==> config.mk <==
export PLATFORM = sky130hd
export DESIGN_NAME = fir_bank_out_serializer
export DESIGN_NICKNAME = d
export VERILOG_FILES = /design/src/rtl/fir_bank_out_serializer.sv
export SDC_FILE = /design/constraint.sdc
export NUM_CORES = 1
export LEC_CHECK = 0
export CAP_MARGIN = 0
export CORE_MARGIN = 3
export CORE_UTILIZATION = 40
export CTS_CLUSTER_DIAMETER = 60
export CTS_CLUSTER_SIZE = 40
export DETAILED_ROUTE_END_ITERATION = 10
export SETUP_SLACK_MARGIN = 0.02
export SLEW_MARGIN = 15
export SYNTH_ARGS = -nofsm -noshare
export SYNTH_HDL_FRONTEND = slang
export SYNTH_SLANG_ARGS = --single-unit
==> constraint.sdc <==
create_clock -name clock -period 3 [get_ports clock]
set_input_delay 0.45 -clock clock [delete_from_list [all_inputs] [get_ports clock]]
set_output_delay 0.45 -clock clock [all_outputs]
set_load 0.02 [all_outputs]
==> src/rtl/fir_bank_out_serializer.sv <==
// rtl/fir_bank_out_serializer.sv - Double-buffered 8-channel frame to valid/ready word serializer
//
// Ports:
//   clock, reset          rising-edge clock, asynchronous active-low reset
//   frame_valid, ch0..ch7 one-cycle frame strobe with eight signed channel samples
//   m_data, m_chan,       serialized sample, its channel index, last-of-frame marker
//   m_last, m_valid,      and stream handshake (word moves when m_valid && m_ready)
//   m_ready
//   overrun               sticky: a frame arrived with both buffers full and was dropped
//   clear_overrun         clears overrun (a simultaneous drop wins)
//   busy                  m_valid or a pending frame is held
module fir_bank_out_serializer #(
    parameter int DW  = 16,
    parameter int NCH = 8,
    parameter int CHW = 3
) (
    input  logic           clock,
    input  logic           reset,
    input  logic           frame_valid,
    input  logic [DW-1:0]  ch0,
    input  logic [DW-1:0]  ch1,
    input  logic [DW-1:0]  ch2,
    input  logic [DW-1:0]  ch3,
    input  logic [DW-1:0]  ch4,
    input  logic [DW-1:0]  ch5,
    input  logic [DW-1:0]  ch6,
    input  logic [DW-1:0]  ch7,
    output logic [DW-1:0]  m_data,
    output logic [CHW-1:0] m_chan,
    output logic           m_last,
    output logic           m_valid,
    input  logic           m_ready,
    output logic           overrun,
    input  logic           clear_overrun,
    output logic           busy
);

    typedef enum logic {IDLE, SEND} state_t;

    logic [DW-1:0] ch_w   [NCH];
    logic [DW-1:0] act_q  [NCH];
    logic [DW-1:0] act_n  [NCH];
    logic [DW-1:0] pend_q [NCH];
    logic [DW-1:0] pend_n [NCH];

    state_t         state_q, state_n;
    logic [CHW-1:0] idx_q, idx_n, idx_inc;
    logic           pend_full_q, pend_full_n;
    logic [DW-1:0]  m_data_n;
    logic [CHW-1:0] m_chan_n;
    logic           m_last_n, m_valid_n, overrun_n, busy_n;
    logic           xfer, ovr_set;

    assign ch_w[0] = ch0;
    assign ch_w[1] = ch1;
    assign ch_w[2] = ch2;
    assign ch_w[3] = ch3;
    assign ch_w[4] = ch4;
    assign ch_w[5] = ch5;
    assign ch_w[6] = ch6;
    assign ch_w[7] = ch7;

    assign xfer    = m_valid && m_ready;
    assign idx_inc = idx_q + CHW'(1);

    always_comb begin
        state_n     = state_q;
        idx_n       = idx_q;
        act_n       = act_q;
        pend_n      = pend_q;
        pend_full_n = pend_full_q;
        m_data_n    = m_data;
        m_chan_n    = m_chan;
        m_last_n    = m_last;
        m_valid_n   = m_valid;
        ovr_set     = 1'b0;

        case (state_q)
            IDLE: begin
                // Pending is always empty here: SEND only exits with it empty.
                if (frame_valid) begin
                    act_n     = ch_w;
                    idx_n     = '0;
                    m_data_n  = ch_w[0];
                    m_chan_n  = '0;
                    m_last_n  = 1'b0;
                    m_valid_n = 1'b1;
                    state_n   = SEND;
                end
            end
            SEND: begin
                if (xfer && idx_q == CHW'(NCH-1)) begin
                    // Last word leaves: refill active with no bubble if anything is waiting.
                    if (pend_full_q) begin
                        act_n    = pend_q;
                        m_data_n = pend_q[0];
                        idx_n    = '0;
                        m_chan_n = '0;
                        m_last_n = 1'b0;
                        if (frame_valid) begin
                            pend_n = ch_w;
                        end else begin
                            pend_full_n = 1'b0;
                        end
                    end else if (frame_valid) begin
                        act_n    = ch_w;
                        m_data_n = ch_w[0];
                        idx_n    = '0;
                        m_chan_n = '0;
                        m_last_n = 1'b0;
                    end else begin
                        m_valid_n = 1'b0;
                        m_last_n  = 1'b0;
                        state_n   = IDLE;
                    end
                end else begin
                    if (xfer) begin
                        idx_n    = idx_inc;
                        m_data_n = act_q[idx_inc];
                        m_chan_n = idx_inc;
                        m_last_n = (idx_inc == CHW'(NCH-1));
                    end
                    if (frame_valid) begin
                        if (!pend_full_q) begin
                            pend_n      = ch_w;
                            pend_full_n = 1'b1;
                        end else begin
                            ovr_set = 1'b1;
                        end
                    end
                end
            end
            default: state_n = IDLE;
        endcase

        overrun_n = ovr_set ? 1'b1 : (clear_overrun ? 1'b0 : overrun);
        busy_n    = m_valid_n || pend_full_n;
    end

    always_ff @(posedge clock or negedge reset) begin
        if (!reset) begin
            state_q     <= IDLE;
            idx_q       <= '0;
            pend_full_q <= 1'b0;
            m_data      <= '0;
            m_chan      <= '0;
            m_last      <= 1'b0;
            m_valid     <= 1'b0;
            overrun     <= 1'b0;
            busy        <= 1'b0;
            for (int i = 0; i < NCH; i++) begin
                act_q[i]  <= '0;
                pend_q[i] <= '0;
            end
        end else begin
            state_q     <= state_n;
            idx_q       <= idx_n;
            pend_full_q <= pend_full_n;
            m_data      <= m_data_n;
            m_chan      <= m_chan_n;
            m_last      <= m_last_n;
            m_valid     <= m_valid_n;
            overrun     <= overrun_n;
            busy        <= busy_n;
            act_q       <= act_n;
            pend_q      <= pend_n;
        end
    end

endmodule

After elaboration in Yosys (flattened, before gate mapping):

Cells that the tools add are included.

* flip-flop bits (word level): 284
* output and inout bits: 23
* logic and storage cells: 93

* add/subtract/negate cells: 1
* order comparisons: 1
* equal/unequal tests: 8
* multiplexer cells: 49
* bitwise operators: 2
* reductions and logical operators: 7

Operators with widths (number)
* 128-bit two-way mux: 8
* 128-bit case mux with 2 select lines: 1
* 16-bit two-way mux: 6
* 16-bit binary-select mux with 3-bit select: 1
* 16-bit case mux with 2 select lines: 1
* 3-bit two-way mux: 7
* 1-bit two-way mux: 20
* 3-bit case mux with 2 select lines: 2
* 3-bit == test (second input constant): 2
* 2-bit inequality test (second input constant): 3
* 1-bit case mux with 2 select lines: 3
* 5-bit AND reduction: 1
* 4-bit >= comparator (second input constant): 1
* 2-bit by 1-bit inequality test with 1-bit output (second input constant): 2
* 3-bit NOT with 4-bit output: 1
* 2-bit nonzero test: 2
* 3-bit by 1-bit adder with 3-bit output (second input constant): 1
* 3-bit by 1-bit inequality test with 1-bit output (second input constant): 1
* 1-bit logical AND: 2
* 2-bit AND reduction: 1
* 1-bit logical OR: 1
* 1-bit NOT: 1

Longest topological paths before layout:

Gate-level depths: netlist of the first run.

* depth in word-level cells: 8
* gate-level depth with buffers: 9

Worst setup path before layout of the first run:

No wires, ideal clock.

* path kind: register to register
* from: register idx_q[0]
* to: register m_data[11]
* library setup time: 126 ps
* arrival time: 2349 ps
* data required time: 2874 ps
* path slack: 526 ps
* cell stages (with the launch flop): 10
* path buffers: 4
* clock period less this slack: 2474 ps
* cell sequence: dfrtp_1 > buf_2 > buf_2 > inv_1 > ha_1 > clkbuf_1 > clkbuf_1 > mux4_2 > a221oi_1 > nand2_1

* longest elaborated chain between the ends: 8
* elaborated cells between the ends (all ways): 11
* those cells by class: 1 x add/sub; 2 x eq/ne; 6 x mux; 1 x bitwise; 1 x reduce/logical

RTL lines
* from (decl): RTL line 47 `logic [CHW-1:0] idx_q, idx_n, idx_inc;`
* from (signal assigned): RTL line 157 `idx_q <= idx_n;`
* 3-bit by 1-bit adder with 3-bit output: RTL line 64 `assign idx_inc = idx_q + CHW'(1);`
* 3-bit NOT with 4-bit output (not written as such): RTL line 119 `m_data_n = act_q[idx_inc];`
* 16-bit binary-select mux with 3-bit select: RTL line 119
* 16-bit two-way mux (not written as such) (2 in a row): RTL line 119
* 16-bit two-way mux: RTL line 117 `if (xfer) begin`
* 16-bit two-way mux: RTL line 92 `if (xfer && idx_q == CHW'(NCH-1)) begin`
* 16-bit case mux with 2 select lines: RTL line 78 `case (state_q)`
* to (signal assigned): RTL line 159 `m_data <= m_data_n;`
* to (decl): RTL line 28 `output logic [DW-1:0] m_data,`

Parallel ways exist; a longest one is shown, timed or not. The select of a mux whose other input is x is not followed.
A chain may end at the register's enable or synchronous reset.

Worst setup path after layout of the first run:

* from: register idx_q[0]
* to: register pend_q[113] (netlist bit)

* longest elaborated chain between the ends: 4
* elaborated cells between the ends (all ways): 7
* those cells by class: 3 x eq/ne; 1 x mux; 3 x reduce/logical

RTL lines
* 3-bit == test *: RTL line 92
* 1-bit logical AND *: RTL line 92
* 2-bit by 1-bit inequality test with 1-bit output (no source line), or another cell as far along
* 5-bit AND reduction (no source line)
* to (signal assigned): RTL line 166 `pend_q <= pend_n;`
* to (decl): RTL line 43 `logic [DW-1:0] pend_q [NCH];`

Every way passes the cells marked *; elsewhere a longest branch is shown, timed or not.

==> flow_metrics.tcl, run 1 <==
set metrics [dict create \
    core_sq_um 32100 \
    intPower_w 0.00757 \
    h-tree-depth 1 \
    path_delay_family "simple AND/OR/NAND/NOR gates" \
    grt-ovfl-total 0 \
    grt_max_degree 76 \
    drt_iter0_drc 452 \
    grt_usage_pct 19.9 \
    layoutNonFillerInstCount 1658 \
    slew_viol_final 0 \
    synthDistinctLibCells 31 \
    area.growth.synth_to_final_pct 21.8 \
    setup_tns_ns 0 \
    die-width_microns 188 \
    viasPerCell 5.60 \
    powerDensity_nw_per_um2 662 \
    synth_sequential_area_ratio_pct 53.7 \
    grt_pass1_vias 9699 \
    cts_setup_buffers 0 \
    antenna_found_initial 0 \
    ys_top_cells_by_area "dfrtp_1 54%, mux2_4 14%, o22ai_1 6.0%" \
    final_area_sq_um 16100 \
    hp-class "input port to asynchronous set/reset pin" \
    fin_crit_sh_pct 80.1 \
    endpoint_kind "flip-flop" \
    cts_tree "done" \
    final_cell_mix "283 x dfrtp_1, 153 x clkdlybuf4s50_1, 134 x nor2_1" \
    yosysWarnings 0 \
    cts_sinks 284 \
    start_util_pct 41.2 \
    power.switching_w 0.00311 \
    fmax_mhz 416 \
    slew_headroom_pct 43.2 \
    cpMaxStageDelayCell "dfrtp_2" \
    ctsResizeCount 0 \
    power_leakage_nw 7.34 \
    synth_nets 1215 \
    setup_viol 0 \
    drtPass1Iterations 4 \
    pre_cts_slack_ns 0.504 \
    cts_root_buffer "clkbuf_16" \
    clkPwrFrac_pct 30.7 \
    crit_chain "ha_1 -> ha_1 -> and3_1 -> xnor2_2 -> nand3_4 -> buf_12 -> mux2_4" \
    placed_area_sq_um 15300 \
    synth_top_area_share_pct 53.7 \
    reg2reg_from "idx_q[0]$_DFFE_PN0P_" \
    tightestPinTransition_ns 0.851 \
    io_pins 156 \
    num_rows 65 \
    slowest_delay_ns 0.42 \
    syn_area_per_cell_sq_um 12.3 \
    required_ns 3.41 \
    final_common_cell "dfrtp_1" \
    final.fill_count 2788 \
    cap_violations 0 \
    synth_seq_cells 284 \
    portBuffers 155 \
    cp-startpoint "idx_q[0]$_DFFE_PN0P_" \
    regArea_sq_um 7110 \
    path_common_cell "ha_1" \
    critical_path_class "flip-flop to flip-flop" \
    cts_made_buffers 24 \
    clock_latency_ns 0.53 \
    die-area_sq_um 35300 \
    drc 0 \
    clkSlewWorstSetupHoldPaths_ns 0.08 \
    synth_top_cell_by_area "dfrtp_1" \
    worst_slack_ns 0.597 \
    start_kind "flip-flop" \
    crit_fanout 34 \
    place_congestion 0.838 \
    grt_pass1_wl_mm 56.2 \
    synth_area_sq_um 13200 \
    pwr-share-comb_pct 24.0 \
    crit_buf_inv 1 \
    multi_input_area_sq_um 5660 \
    final-hold-violation-count 0 \
    die_h_microns 188 \
    wirelength_mm 35.1 \
    synthCells 1079 \
    drive_gt1_share_pct 20.5 \
    ant_nets 0 \
    p_sw_share_pct 29.1 \
    clock_path_buffers 3 \
    dp_hpwl_mm 23.5 \
    vdd_drop_max_uv 477 \
    clock_skew_ns 0.0123 \
    arrival_ns 2.82 \
    post-route-min-period_ns 2.40 \
    place_inst 1615 \
    seqPwrFrac_pct 45.3 \
    final_nets 1343 \
    insertedDiodeCount 0 \
    holdBufCountCts 1 \
    wl_per_cell_microns 21.1 \
    vias 9283 \
    outcome "complete, no violations" \
    rsz0062_at_grt "no" \
]
power groups by stage:
stage | combinational [W] | sequential, W | clock (W)
3_5_place_dp | 0.00258 | 0.00489 | 0
3_3_place_gp | 0.00254 | 0.00489 | 0
6_report | 0.00257 | 0.00483 | 0.00328
5_1_grt | 0.00278 | 0.00491 | 0.00351
2_1_floorplan | 0.00154 | 0.00486 | 0
4_1_cts | 0.00259 | 0.00483 | 0.00335
state kept, by name (all words and copies together), names as in the netlist:
| signal | count |
|---|---|
| busy | 1 |
| m_chan | 3 |
| act_q | 128 |
| m_last | 1 |
| pend_full_q | 1 |
| idx_q | 3 |
| state_q | 1 |
| m_valid | 1 |
| overrun | 1 |
| m_data | 16 |
| pend_q | 128 |
Yosys cell counts (all sizes together):
| master | count |
|---|---|
| nand4b | 1 |
| clkbuf | 48 |
| ha | 3 |
| nor2 | 134 |
| and3 | 1 |
| mux4 | 32 |
| o32ai | 1 |
| a22oi | 32 |
| a31oi | 1 |
| a21boi | 1 |
| a21oi | 115 |
| inv | 4 |
| nand3 | 3 |
| mux2i | 33 |
| buf | 46 |
| xnor2 | 1 |
| o21ai | 19 |
| a221oi | 16 |
| o22ai | 128 |
| a211o | 1 |
| and4 | 1 |
| o31ai | 1 |
| mux2 | 128 |
| a21o | 7 |
| nand2 | 38 |
| dfrtp | 284 |
final timing paths:
path,end,slack [ns],cells after the start
max,pend_q[113]$_DFFE_PN0P_,0.60,7
min,pend_q[82]$_DFFE_PN0P_,0.48,2
max reg2reg,pend_q[113]$_DFFE_PN0P_,0.60,7
min reg2reg,m_chan[0]$_DFFE_PN0P_,0.50,1
max in group asynchronous,pend_q[13]$_DFFE_PN0P_,1.68,3
min in group clock,pend_full_q$_DFF_PN0_,0.50,3
per-stage QoR:
| step | total power (W) | util, % | hold WS [ns] |
|---|---|---|---|
| finish | 0.0107 | 50.2 | 0.480 |
| global route | 0.0112 | 50.2 | 0.505 |
| CTS | 0.0108 | 50.2 | 0.472 |
| detailed placement | 0.00746 | 47.6 | 0.469 |
| global placement | 0.00743 | 47.6 | 0.470 |
| floorplan | 0.00640 | - | 0.154 |
cell type report:
cell class,count,area share [%]
multi-input combinational,697,35.1
clock inverter,15,1.02
sequential,284,44.1
clock buffer,27,4.05
tap,435,3.38
timing repair buffer,196,12.2
inverter,4,0.0931
layer usage:
metal | part of all wire, % | vias up | global-route usage, % | routed length [microns]
met4 | 1.6 | 0 | 3.72 | 551
met3 | 6.4 | 40 | 4.19 | 2240
met5 | 0 | - | 0 | 0
met1 | 47 | 4720 | 30.2 | 16500
met2 | 45 | 268 | 29.6 | 15700
li1 | - | 4255 | - | -
cells by family after synthesis:
family	synth area share, %
AO/OA/AOI/OAI	14.7
XOR/XNOR	0.123
adder cells (fa/ha/maj)	0.283
buffers and inverters	3.86
flip-flops	53.7
multiplexers	22.2
AND/OR/NAND/NOR	5.17
No activity file was read; power rests on OpenSTA's default activity.
==> run 2: changes to the inputs <==
Clock period 3 ns to 2.5 ns, I/O delays scaled along.
==> flow_metrics.tcl, run 2 (synthesized netlist as in run 1, its figures left out) <==
set metrics [dict create \
    h-tree-depth 1 \
    setup_tns_ns 0 \
    antenna_found_initial 1 \
    tightestPinTransition_ns 0.500 \
    ctsResizeCount 0 \
    critical_path_class "flip-flop to flip-flop" \
    cp-startpoint "idx_q[0]$_DFFE_PN0P_" \
    portBuffers 155 \
    arrival_ns 2.70 \
    hp-class "input port to flip-flop" \
    grt-ovfl-total 0 \
    area.growth.synth_to_final_pct 22.0 \
    final-hold-violation-count 0 \
    powerDensity_nw_per_um2 780 \
    die-width_microns 188 \
    place_congestion 0.802 \
    final_cell_mix "283 x dfrtp_1, 153 x clkdlybuf4s50_1, 134 x nor2_1" \
    start_util_pct 41.2 \
    die_h_microns 188 \
    grt_usage_pct 19.8 \
    seqPwrFrac_pct 46.0 \
    insertedDiodeCount 0 \
    final_nets 1342 \
    clock_path_buffers 3 \
    placed_area_sq_um 15400 \
    die-area_sq_um 35300 \
    clock_skew_ns 0.0158 \
    cap_violations 0 \
    slew_viol_final 0 \
    pwr-share-comb_pct 24.5 \
    slew_headroom_pct 66.7 \
    outcome "complete, no violations" \
    wl_per_cell_microns 21.3 \
    drive_gt1_share_pct 20.3 \
    clkPwrFrac_pct 29.6 \
    p_sw_share_pct 29.2 \
    clock_latency_ns 0.52 \
    core_sq_um 32100 \
    holdCritStartpoint "frame_valid" \
    dp_hpwl_mm 23.4 \
    fin_total_pwr_w 0.0126 \
    crit_fanout 47 \
    cts_tree "done" \
    fin_crit_sh_pct 92.1 \
    reg2reg_from "idx_q[0]$_DFFE_PN0P_" \
    vdd_drop_max_uv 409 \
    rsz0062_at_grt "no" \
    drt_iter0_drc 747 \
    final_common_cell "dfrtp_1" \
    fmax_mhz 434 \
    setup_viol 0 \
    post-route-min-period_ns 2.30 \
    final_area_sq_um 16200 \
    io_pins 156 \
    grt_pass1_vias 9612 \
    top_regs "act_q: 128 flops, pend_q: 128 flops, m_data: 16 flops" \
    drc 0 \
    vias 9179 \
    cts_made_buffers 22 \
    endpoint_kind "flip-flop" \
    cts_root_buffer "clkbuf_16" \
    wirelength_mm 35.2 \
    start_kind "flip-flop" \
    grt_max_degree 80 \
    ant_nets 0 \
    clkSlewWorstSetupHoldPaths_ns 0.09 \
    num_rows 65 \
    intPower_w 0.00893 \
    required_ns 2.90 \
    drtPass1Iterations 4 \
    cts_sinks 284 \
    power.switching_w 0.00368 \
    power_leakage_nw 7.34 \
    viasPerCell 5.54 \
    grt_pass1_wl_mm 56.4 \
]
run 2: changes by cell type in the layout (fill, tap and decap cells not counted), sizes merged:
| cell | delta |
|---|---|
| inv | -7 |
| clkinv | +6 |
| clkbuf | -1 |
| buf | +1 |
run 2: path summary, 6_finish.rpt:
path,cells past startpoint,slack [ns],to
max in group asynchronous,3,1.41,pend_q[47]$_DFFE_PN0P_
min,3,0.36,pend_full_q$_DFF_PN0_
max,7,0.20,pend_q[31]$_DFFE_PN0P_
min in group asynchronous,2,0.40,pend_q[84]$_DFFE_PN0P_
min reg2reg,1,0.50,idx_q[2]$_DFFE_PN0P_
max reg2reg,7,0.20,pend_q[31]$_DFFE_PN0P_
run 2: per-layer routing:
| metal | routed length (microns) | GRT usage, % | share of wire (%) |
|---|---|---|---|
| met1 | 17000 | 30.0 | 48 |
| met2 | 15700 | 29.9 | 44 |
| met5 | 12 | 0 | 0.034 |
| met4 | 722 | 4.07 | 2.0 |
| met3 | 1860 | 3.63 | 5.3 |
run 2: per-stage QoR:
stage          worst slack [ns]  hold slack (ns)  utilization (%)  std cells
6_report                  0.197            0.357             50.3       1657
4_1_cts                   0.215            0.339             50.3       1657
2_1_floorplan            0.0256           0.0794                -       1079
3_3_place_gp              0.234            0.350             47.9       1616
5_1_grt                   0.123            0.355             50.3       1657
3_5_place_dp              0.216            0.355             47.9       1616
run 2: timing repair:
| item | in CTS | in global routing |
|---|---|---|
| setup buffers | 0 | 0 |
| hold buffers | 1 | 0 |
| hold endpoints to repair | 52 | 0 |
run 2: layout make-up:
class | count | area (sq um)
Clock buffer | 26 | 597
Clock inverter | 14 | 171
Fill cell | 2822 | 16000
Inverter | 4 | 15.0
Multi-Input combinational cell | 697 | 5660
Sequential cell | 284 | 7110
Tap cell | 435 | 544
Timing Repair Buffer | 197 | 2060
run 2: worst max-delay path: stages (launching register included):
cell	delay [ns]
dfrtp_2	0.43
ha_1	0.21
ha_1	0.22
and3_1	0.23
xnor2_2	0.15
nand3_4	0.15
buf_12	0.33
mux2_2	0.39
run 2: power groups by stage:
| stage | combinational, W | sequential, W | clock, W |
|---|---|---|---|
| floorplan | 0.00185 | 0.00584 | 0 |
| global placement | 0.00306 | 0.00586 | 0 |
| detailed placement | 0.00311 | 0.00586 | 0 |
| CTS | 0.00312 | 0.00579 | 0.00383 |
| global route | 0.00334 | 0.00589 | 0.00400 |
| finish | 0.00309 | 0.00579 | 0.00373 |
